--- src/rtl/rob_client_arb.sv ---
// Shares one ROB request/response port pair between NREQ clients.
// Round-robin request arbitration; in-order responses are steered back by a tag FIFO.
module rob_client_arb #(
  parameter int NREQ    = 4,
  parameter int NWIDTH  = 2,
  parameter int AWIDTH  = 40,
  parameter int DWIDTH  = 32,
  parameter int PWIDTH  = 32,
  parameter int IDWIDTH = 16,
  parameter int DEPTH   = 16,
  parameter int DPTR    = 4,
  parameter int MAX_OUT = 8,
  parameter int CWIDTH  = 4
) (
  input  logic                    clk,
  input  logic                    rst_,
  input  logic [NREQ-1:0]         c_req_val,
  input  logic [NREQ*AWIDTH-1:0]  c_req_addr,
  input  logic [NREQ*IDWIDTH-1:0] c_req_ID,
  input  logic [NREQ*PWIDTH-1:0]  c_req_param,
  output logic [NREQ-1:0]         c_req_ready,
  output logic [NREQ-1:0]         c_rsp_val,
  output logic [DWIDTH-1:0]       c_rsp_data,
  output logic [IDWIDTH-1:0]      c_rsp_ID,
  output logic [PWIDTH-1:0]       c_rsp_param,
  input  logic [NREQ-1:0]         c_rsp_ready,
  output logic                    rob_req_val,
  output logic [AWIDTH-1:0]       rob_req_addr,
  output logic [IDWIDTH-1:0]      rob_req_ID,
  output logic [PWIDTH-1:0]       rob_req_param,
  input  logic                    rob_req_ready,
  input  logic                    rob_rsp_val,
  input  logic [DWIDTH-1:0]       rob_rsp_data,
  input  logic [IDWIDTH-1:0]      rob_rsp_ID,
  input  logic [PWIDTH-1:0]       rob_rsp_param,
  output logic                    rob_rsp_ready,
  output logic                    err_orphan,
  output logic [DPTR:0]           tag_cnt
);

  logic [NWIDTH-1:0] rr_pnt_r;
  logic [CWIDTH-1:0] out_cnt_r [NREQ];
  logic [NWIDTH-1:0] tag_mem_r [DEPTH];
  logic [DPTR-1:0]   wr_ptr_r;
  logic [DPTR-1:0]   rd_ptr_r;
  logic [DPTR:0]     tag_cnt_r;
  logic              err_orphan_r;

  logic [NREQ-1:0]   eligible_s;
  logic [NREQ-1:0]   gnt_s;
  logic [NREQ-1:0]   inc_s;
  logic [NREQ-1:0]   dec_s;
  logic [NWIDTH-1:0] gnt_idx_s;
  logic [NWIDTH-1:0] scan_idx_s;
  logic [NWIDTH-1:0] head_s;
  logic              found_s;
  logic              full_s;
  logic              empty_s;
  logic              req_hs_s;
  logic              rsp_hs_s;

  assign full_s   = (tag_cnt_r == (DPTR+1)'(DEPTH));
  assign empty_s  = (tag_cnt_r == {(DPTR+1){1'b0}});
  assign head_s   = tag_mem_r[rd_ptr_r];
  assign req_hs_s = rob_req_val & rob_req_ready;
  assign rsp_hs_s = rob_rsp_val & rob_rsp_ready;

  // Per-client eligibility and outstanding-counter update strobes
  always_comb begin
    eligible_s = {NREQ{1'b0}};
    inc_s      = {NREQ{1'b0}};
    dec_s      = {NREQ{1'b0}};
    for (int i = 0; i < NREQ; i++) begin
      eligible_s[i] = c_req_val[i] & (out_cnt_r[i] != CWIDTH'(MAX_OUT));
      inc_s[i]      = req_hs_s & (gnt_idx_s == NWIDTH'(i));
      dec_s[i]      = rsp_hs_s & (head_s == NWIDTH'(i));
    end
  end

  // Round-robin scan: first eligible client at or after rr_pnt, wrapping
  always_comb begin
    found_s    = 1'b0;
    gnt_idx_s  = {NWIDTH{1'b0}};
    scan_idx_s = {NWIDTH{1'b0}};
    for (int k = 0; k < NREQ; k++) begin
      scan_idx_s = rr_pnt_r + NWIDTH'(k);
      if (!found_s && eligible_s[scan_idx_s]) begin
        found_s   = 1'b1;
        gnt_idx_s = scan_idx_s;
      end else begin
        found_s   = found_s;
      end
    end
    if (found_s) begin
      gnt_s = NREQ'(1) << gnt_idx_s;
    end else begin
      gnt_s = {NREQ{1'b0}};
    end
  end

  // Request outputs are forced idle while reset is asserted
  assign rob_req_val   = rst_ & found_s & ~full_s;
  assign c_req_ready   = rst_ ? (gnt_s & {NREQ{~full_s & rob_req_ready}}) : {NREQ{1'b0}};
  assign rob_req_addr  = c_req_addr[gnt_idx_s*AWIDTH +: AWIDTH];
  assign rob_req_ID    = c_req_ID[gnt_idx_s*IDWIDTH +: IDWIDTH];
  assign rob_req_param = c_req_param[gnt_idx_s*PWIDTH +: PWIDTH];

  // Steer the response valid to the client recorded at the FIFO head
  always_comb begin
    c_rsp_val = {NREQ{1'b0}};
    if (rob_rsp_val && !empty_s) begin
      c_rsp_val[head_s] = 1'b1;
    end else begin
      c_rsp_val = {NREQ{1'b0}};
    end
  end

  assign rob_rsp_ready = ~empty_s & c_rsp_ready[head_s];
  assign c_rsp_data    = rob_rsp_data;
  assign c_rsp_ID      = rob_rsp_ID;
  assign c_rsp_param   = rob_rsp_param;
  assign err_orphan    = err_orphan_r;
  assign tag_cnt       = tag_cnt_r;

  // Tag FIFO, round-robin pointer and sticky orphan flag
  always_ff @(posedge clk or negedge rst_) begin
    if (!rst_) begin
      for (int d = 0; d < DEPTH; d++) begin
        tag_mem_r[d] <= {NWIDTH{1'b0}};
      end
      wr_ptr_r     <= {DPTR{1'b0}};
      rd_ptr_r     <= {DPTR{1'b0}};
      tag_cnt_r    <= {(DPTR+1){1'b0}};
      rr_pnt_r     <= {NWIDTH{1'b0}};
      err_orphan_r <= 1'b0;
    end else begin
      if (req_hs_s) begin
        tag_mem_r[wr_ptr_r] <= gnt_idx_s;
        wr_ptr_r            <= wr_ptr_r + 1'b1;
        rr_pnt_r            <= gnt_idx_s + 1'b1;
      end
      if (rsp_hs_s) begin
        rd_ptr_r <= rd_ptr_r + 1'b1;
      end
      case ({req_hs_s, rsp_hs_s})
        2'b10:   tag_cnt_r <= tag_cnt_r + 1'b1;
        2'b01:   tag_cnt_r <= tag_cnt_r - 1'b1;
        default: tag_cnt_r <= tag_cnt_r;
      endcase
      err_orphan_r <= err_orphan_r | (rob_rsp_val & empty_s);
    end
  end

  // Per-client outstanding counters
  always_ff @(posedge clk or negedge rst_) begin
    if (!rst_) begin
      for (int i = 0; i < NREQ; i++) begin
        out_cnt_r[i] <= {CWIDTH{1'b0}};
      end
    end else begin
      for (int i = 0; i < NREQ; i++) begin
        case ({inc_s[i], dec_s[i]})
          2'b10:   out_cnt_r[i] <= out_cnt_r[i] + 1'b1;
          2'b01:   out_cnt_r[i] <= out_cnt_r[i] - 1'b1;
          default: out_cnt_r[i] <= out_cnt_r[i];
        endcase
      end
    end
  end

endmodule

--- config.mk ---
export PLATFORM = sky130hd
export DESIGN_NAME = rob_client_arb
export DESIGN_NICKNAME = d
export VERILOG_FILES = /design/src/rtl/rob_client_arb.sv
export SDC_FILE = /design/constraint.sdc
export NUM_CORES = 1
export LEC_CHECK = 0
export ABC_CLOCK_PERIOD_IN_PS = 3800
export BUFFER_PORTS_ARGS = -buffer_cell sky130_fd_sc_hd__buf_2
export CORE_AREA = 4 4 239 241
export CTS_CLUSTER_DIAMETER = 30
export DETAILED_ROUTE_END_ITERATION = 10
export DIE_AREA = 0 0 243 245
export GPL_ROUTABILITY_DRIVEN = 1
export PLACE_DENSITY = 0.4
export SLEW_MARGIN = 20
export SYNTH_ARGS = -nofsm -noshare
export SYNTH_HDL_FRONTEND = slang
export SYNTH_SLANG_ARGS = --single-unit
export TNS_END_PERCENT = 20
--- constraint.sdc ---
create_clock -name clk -period 3.8 [get_ports clk]
set_input_delay 0.57 -clock clk [delete_from_list [all_inputs] [get_ports clk]]
set_output_delay 0.57 -clock clk [all_outputs]
set_load 0.02 [all_outputs]
## Yosys cells after proc, flatten, opt, wreduce, memory -nomap -nowiden

Index checks and enable logic that the tools add are counted.

- Flip-flop bits (word level): 64
- Word-level logic and storage cells: 153
- Bits of input ports: 444

- Multiply operators: 1
- Bitwise gates (word level): 25
- Add/sub/neg operators: 16
- Shift-type cells: 4
- Magnitude comparators: 9
- Equal/unequal tests: 21
- Reduce and logical (&&, ||, !) cells: 18
- Muxes and demuxes: 34

Operators with widths:

| kind | number |
|---|---|
| $shiftx 160x9->40 | 1 |
| $shiftx 128x8->32 | 1 |
| $shiftx 64x7->16 | 1 |
| $bwmux 32 | 1 |
| $pmux 4 s2 | 4 |
| $add 4x1->4 const B | 6 |
| $and 1x1->1 | 19 |
| $eq 2x2->1 const B | 9 |
| $ne 4x4->1 const B | 4 |
| $sub 4x1->4 const B | 4 |
| $lt 2x3->1 const B | 5 |
| $eq 2x1->1 const B | 7 |
| $mux 2 | 7 |
| $mux 4 | 3 |
| $bmux 1 s2 | 5 |
| $ge 5x5->1 const B | 2 |
| $mux 1 | 10 |
| $not 4->5 | 2 |
| $pmux 5 s2 | 1 |
| $reduce_bool 2->1 | 5 |
| $bmux 2 s4 | 1 |
| $demux 2 s4 | 1 |
| $logic_and 1x1->1 | 6 |
| $add 5x1->5 const B | 1 |
| 15 further kinds | 22 |

## Longest topological paths before layout

- Depth after elaboration: 20
- Depth in mapped cells: 19

## Least setup slack after synthesis

No wires, ideal clock.

- Path type: register to register
- Start: register out_cnt_r[13] (netlist name)
- End: register out_cnt_r[10] (netlist name)
- Setup slack: 183 ps
- Cell stages (with the launch flop): 17
- Clock period less this slack: 3617 ps
- Library setup time: 125 ps
- Arrival time: 3492 ps
- Required time: 3675 ps
- Path buffers: 3
- Cells stage by stage: dfrtp_1 -> or4b_1 -> a31o_2 -> a211oi_1 -> buf_2 -> buf_2 -> buf_4 -> ha_1 -> and2_1 -> inv_1 -> ha_1 -> xor2_1 -> ha_1 -> a21oi_1 -> xor2_1 -> nor2_1 -> xor2_1

RTL lines:

| element | RTL line | RTL |
|---|---|---|
| from (decl) | 42 | `logic [CWIDTH-1:0] out_cnt_r [NREQ];` |
| from (signal, indexed assignment) | 158 | `out_cnt_r[i] <= {CWIDTH{1'b0}};` |
| from (signal, indexed assignment) | 163 | `2'b10: out_cnt_r[i] <= out_cnt_r[i] + 1'b1;` |
| from (signal, indexed assignment) | 164 | `2'b01: out_cnt_r[i] <= out_cnt_r[i] - 1'b1;` |
| $ne 4x4->1 (*) | 74 | `eligible_s[i] = c_req_val[i] & (out_cnt_r[i] != CWIDTH'(MAX_OUT));` |
| $and 1x1->1 (*) | 74 |  |
| $bmux 1 s2 | 87 | `if (!found_s && eligible_s[scan_idx_s]) begin` |
| $mux 1 (implied by the code) | 87 |  |
| $mux 1 | 87 |  |
| $logic_not 1->1 | 87 |  |
| $logic_and 1x1->1 | 87 |  |
| $mux 1 | 87 |  |
| [3 not listed] | - |  |
| $logic_not 1->1 | 87 |  |
| $logic_and 1x1->1 | 87 |  |
| $mux 2 (*) | 87 |  |
| net gnt_idx_s[0] | 53 | `logic [NWIDTH-1:0] gnt_idx_s;` |
| $eq 2x1->1 (*) | 75 | `inc_s[i] = req_hs_s & (gnt_idx_s == NWIDTH'(i));` |
| $and 1x1->1 (*) | 75 |  |
| $eq 2x1->1 or $eq 2x2->1 (tied branches) | 162 | `case ({inc_s[i], dec_s[i]})` |
| $pmux 4 s2 or $reduce_bool 2->1 (tied branches) | - |  |

Mark *: on every way through the listed nets, which the timed path passes. The rest lies on a longest branch. The select of a mux whose other input is x is not followed.
A chain may end at the register's enable or synchronous reset.

## Worst setup path in the final report

- Start: register out_cnt_r[13] (netlist name)
- End: output rob_req_addr[30]

- Longest elaborated chain between the ends: 16

RTL lines:

| element | RTL line | RTL |
|---|---|---|
| $ne 4x4->1 (*) | 74 |  |
| $and 1x1->1 (*) | 74 |  |
| $bmux 1 s2 | 87 |  |
| $mux 1 (implied by the code) | 87 |  |
| $mux 1 | 87 |  |
| $logic_not 1->1 | 87 |  |
| $logic_and 1x1->1 | 87 |  |
| $mux 1 | 87 |  |
| $logic_not 1->1 | 87 |  |
| $logic_and 1x1->1 | 87 |  |
| $mux 1 | 87 |  |
| $logic_not 1->1 | 87 |  |
| $logic_and 1x1->1 | 87 |  |
| $mux 2 (*) | 87 |  |
| $mul 2x3->5 (*) | 104 | `assign rob_req_addr = c_req_addr[gnt_idx_s*AWIDTH +: AWIDTH];` |
| $shiftx 160x9->40 (*) | 104 |  |
| to (decl) | 28 | `output logic [AWIDTH-1:0] rob_req_addr,` |

Every way passes the cells marked *; elsewhere a longest branch is shown, timed or not. The select of a mux whose other input is x is not followed.

==> results.py <==
metrics = {
    "timing": {
        "finalSetupTns_ns": 0,
        "finalSetupViolations": 0,
        "rsz0062_at_grt": "yes",
        "hold_viol": 0,
        "relSlewSlack": 0.430,
        "min_period_over_period": 0.963,
        "worstMarginPinSlew_ns": 0.855,
        "max_clock_freq_mhz": 273,
        "period_needed_ns": 3.66,
        "maxSlewViolCount": 0,
        "finClkSkew_ns": 0.00847,
        "whs_ns": 0.461,
        "worst_slack_ns": 0.140,
    },
    "route": {
        "routed_wl_mm": 32.6,
        "drc": 0,
        "wire_per_inst_um": 18.0,
        "avgViaCountPerCell": 3.68,
        "vias": 6684,
        "drt_first_iter_violations": 216,
        "drtAntennaViolNets": 0,
        "first_pass_iters": 4,
    },
    "floorplan": {
        "die_w_um": 243,
        "start_util": 0.131,
        "core-area_um2": 54900,
        "io_pins": 628,
        "row_count": 86,
        "die_h_um": 245,
        "dieArea_um2": 59500,
    },
    "power": {
        "p_leak_nw": 5.49,
        "peakVddDrop_v": 0.000276,
        "p_switching_w": 0.00395,
        "sw_frac_of_total": 0.478,
        "power.density_nw_per_um2": 789,
        "p_total_w": 0.00827,
        "p_int_w": 0.00432,
        "seqPwrFrac": 0.163,
        "p_comb_frac": 0.719,
        "p_clk_frac": 0.118,
    },
    "global_route": {
        "grt_usage": 0.103,
        "grt_overflow_total": 0,
        "grt_max_degree": 65,
        "antenna_found_initial": 7,
        "grt_first_pass_wirelength_mm": 46.4,
        "grt_pass1_vias": 7243,
    },
    "setup_path": {
        "crit_path_max_incr_delay_ns": 0.58,
        "startpoint_type": "register",
        "r2r_slack_ns": 0.26,
        "crit_buf_inv": 4,
        "slowest_stage": "or4b_4",
        "critPathCaptureType": "output port",
        "cp.arrival_ns": 3.09,
        "worstPathRequired_ns": 3.23,
        "crit_type": "register to output port",
        "cp_max_fo": 19,
        "crit_family": "buffers and inverters",
        "path_cells": "or4b_4 > a32oi_2 > o21bai_1 > a21oi_4 > buf_12 > buf_12 > buf_4 > mux2i_1 > mux2i_1 > buf_2",
    },
    "clock_tree": {
        "insertion_delay_ns": 0.33,
        "cts_buffer_depth": 2,
        "cts_max_level": 3,
        "cts_root_buf": "clkbuf_16",
        "cts_num_sinks": 64,
        "cts_buffers": 9,
        "clkTransAtPathRegs_ns": 0.06,
        "holdBufCountCts": 0,
        "cts_tree": "yes",
    },
    "synth": {
        "synth_edf_count": 0,
        "synth_ff_type": "dfrtp_1",
        "ys_types": 44,
        "syn_avg_cell_area_um2": 10.2,
        "synth_fp_nets": 1175,
        "synth-async-reset-ratio": 1.00,
        "syn_inst": 705,
        "ys_seq_elements": 64,
        "yosysSeqAreaShare": 0.222,
        "syn_area_um2": 7210,
        "yosys_warnings": 0,
    },
    "placed_design": {
        "portBuffers": 467,
        "dp_hpwl_mm": 28.2,
        "gp_congestion": 0.842,
        "dpl_worst_slack_ns": 0.119,
    },
    "status": {
        "run_status": "finished, final reports clean",
    },
    "final_layout": {
        "finish.utilization": 0.191,
        "area_growth_pct": 45.5,
        "mostFrequentLayoutCells": "466 x buf_2, 264 x mux2i_1, 61 x dfrtp_1",
        "diodes": 0,
        "nets": 1576,
        "drive_above_1_share": 0.536,
        "final_common_cell": "buf_2",
    },
    "min_path": {
        "hold_class": "register to register",
    },
    "run": {
        "max-cap-violations": 0,
    },
}
-- sequential cells by signal, indices dropped and copies added (netlist names) --
signal      flops
rr_pnt_r        2
tag_mem_r      32
out_cnt_r      16
wr_ptr_r        4
err_orphan      1
tag_cnt         5
rd_ptr_r        4
-- cell usage after synthesis (2+ instances only) --
master    count  share of area
mux2i_1     270           0.37
o31ai_1       3         0.0031
nor2_1       17         0.0088
o22ai_1       3         0.0026
mux2_2       40          0.062
and3_1       17          0.015
nand2_1      17         0.0088
a211oi_1      2         0.0021
mux2_4        2         0.0042
nand3_1       4         0.0028
mux4_2        7          0.022
nor3_1        5         0.0035
o21ai_0       8         0.0056
or4b_1        3         0.0042
nand2b_1      2         0.0017
dfrtp_1      64           0.22
a21o_1        3         0.0031
mux4_1        2         0.0073
nor2b_1       5         0.0043
a21oi_1      11         0.0076
clkbuf_1      7         0.0036
buf_6         3         0.0047
buf_2        14         0.0097
xor2_1       21          0.026
clkbuf_4      3         0.0031
and2_1        8         0.0069
buf_4        94          0.098
inv_1        21          0.011
xnor2_1      10          0.012
ha_1         25          0.043
-- cell families (layout without fill, tap and decap cells) --
logic type | count (synthesis) | in the layout | synth area share
multiplexers | 321 | 321 | 0.471
buffers and inverters | 142 | 548 | 0.130
AND/OR/NAND/NOR | 84 | 84 | 0.0616
flip-flops | 64 | 64 | 0.222
AO/OA/AOI/OAI | 37 | 37 | 0.0321
XOR/XNOR | 31 | 31 | 0.0376
adder cells (fa/ha/maj) | 26 | 26 | 0.0461
-- stage by stage --
stage | area [µm²] | std cells
2_1_floorplan | 7210 | 705
3_3_place_gp | 9910 | 1791
3_5_place_dp | 9910 | 1791
4_1_cts | 10400 | 1815
5_1_grt | 10500 | 1815
6_report | 10500 | 1815
-- power by group through the flow --
stage | Sequential, W | Clock, W | Combinational, W
4_1_cts | 0.00134 | 0.00101 | 0.00605
5_1_grt | 0.00140 | 0.00104 | 0.00645
6_report | 0.00135 | 0.000976 | 0.00595
3_3_place_gp | 0.00134 | 0 | 0.00575
2_1_floorplan | 0.00123 | 0 | 0.00402
3_5_place_dp | 0.00135 | 0 | 0.00579
-- timing repair --
item,4_1_cts,5_1_grt
setup buffers,6,0
endpoints found under the setup margin,53,51
cloned,2,0
pin swaps,2,0
resized for setup,3,20
-- final timing paths --
kind	start	to	depth (start not counted)
setup / recovery	out_cnt_r[13]	rob_req_addr[30]	10
hold / removal	out_cnt_r[3]	out_cnt_r[3]	1
setup reg to reg	rd_ptr_r[1]	tag_cnt[4]	14
hold reg to reg	out_cnt_r[3]	out_cnt_r[3]	1
max in group asynchronous	rst_	out_cnt_r[13]	2
min in group asynchronous	rst_	tag_cnt[0]	2
-- routing by layer --
metal | share of wire | up-vias | global-route usage
met5 | 0.0015 | - | 0
met4 | 0.016 | 8 | 0.0231
met3 | 0.062 | 29 | 0.0238
met2 | 0.50 | 280 | 0.182
met1 | 0.42 | 3125 | 0.127
li1 | - | 3242 | -
-- final cells by class --
cell class | instances | area [µm²]
clock buffer | 10 | 239
clock inverter | 6 | 116
fill | 6161 | 44400
inverter | 21 | 78.8
multi-input combinational | 499 | 4740
sequential | 64 | 1610
tap | 704 | 881
timing repair buffer | 511 | 2830
No activity file was read; power rests on OpenSTA's default activity.
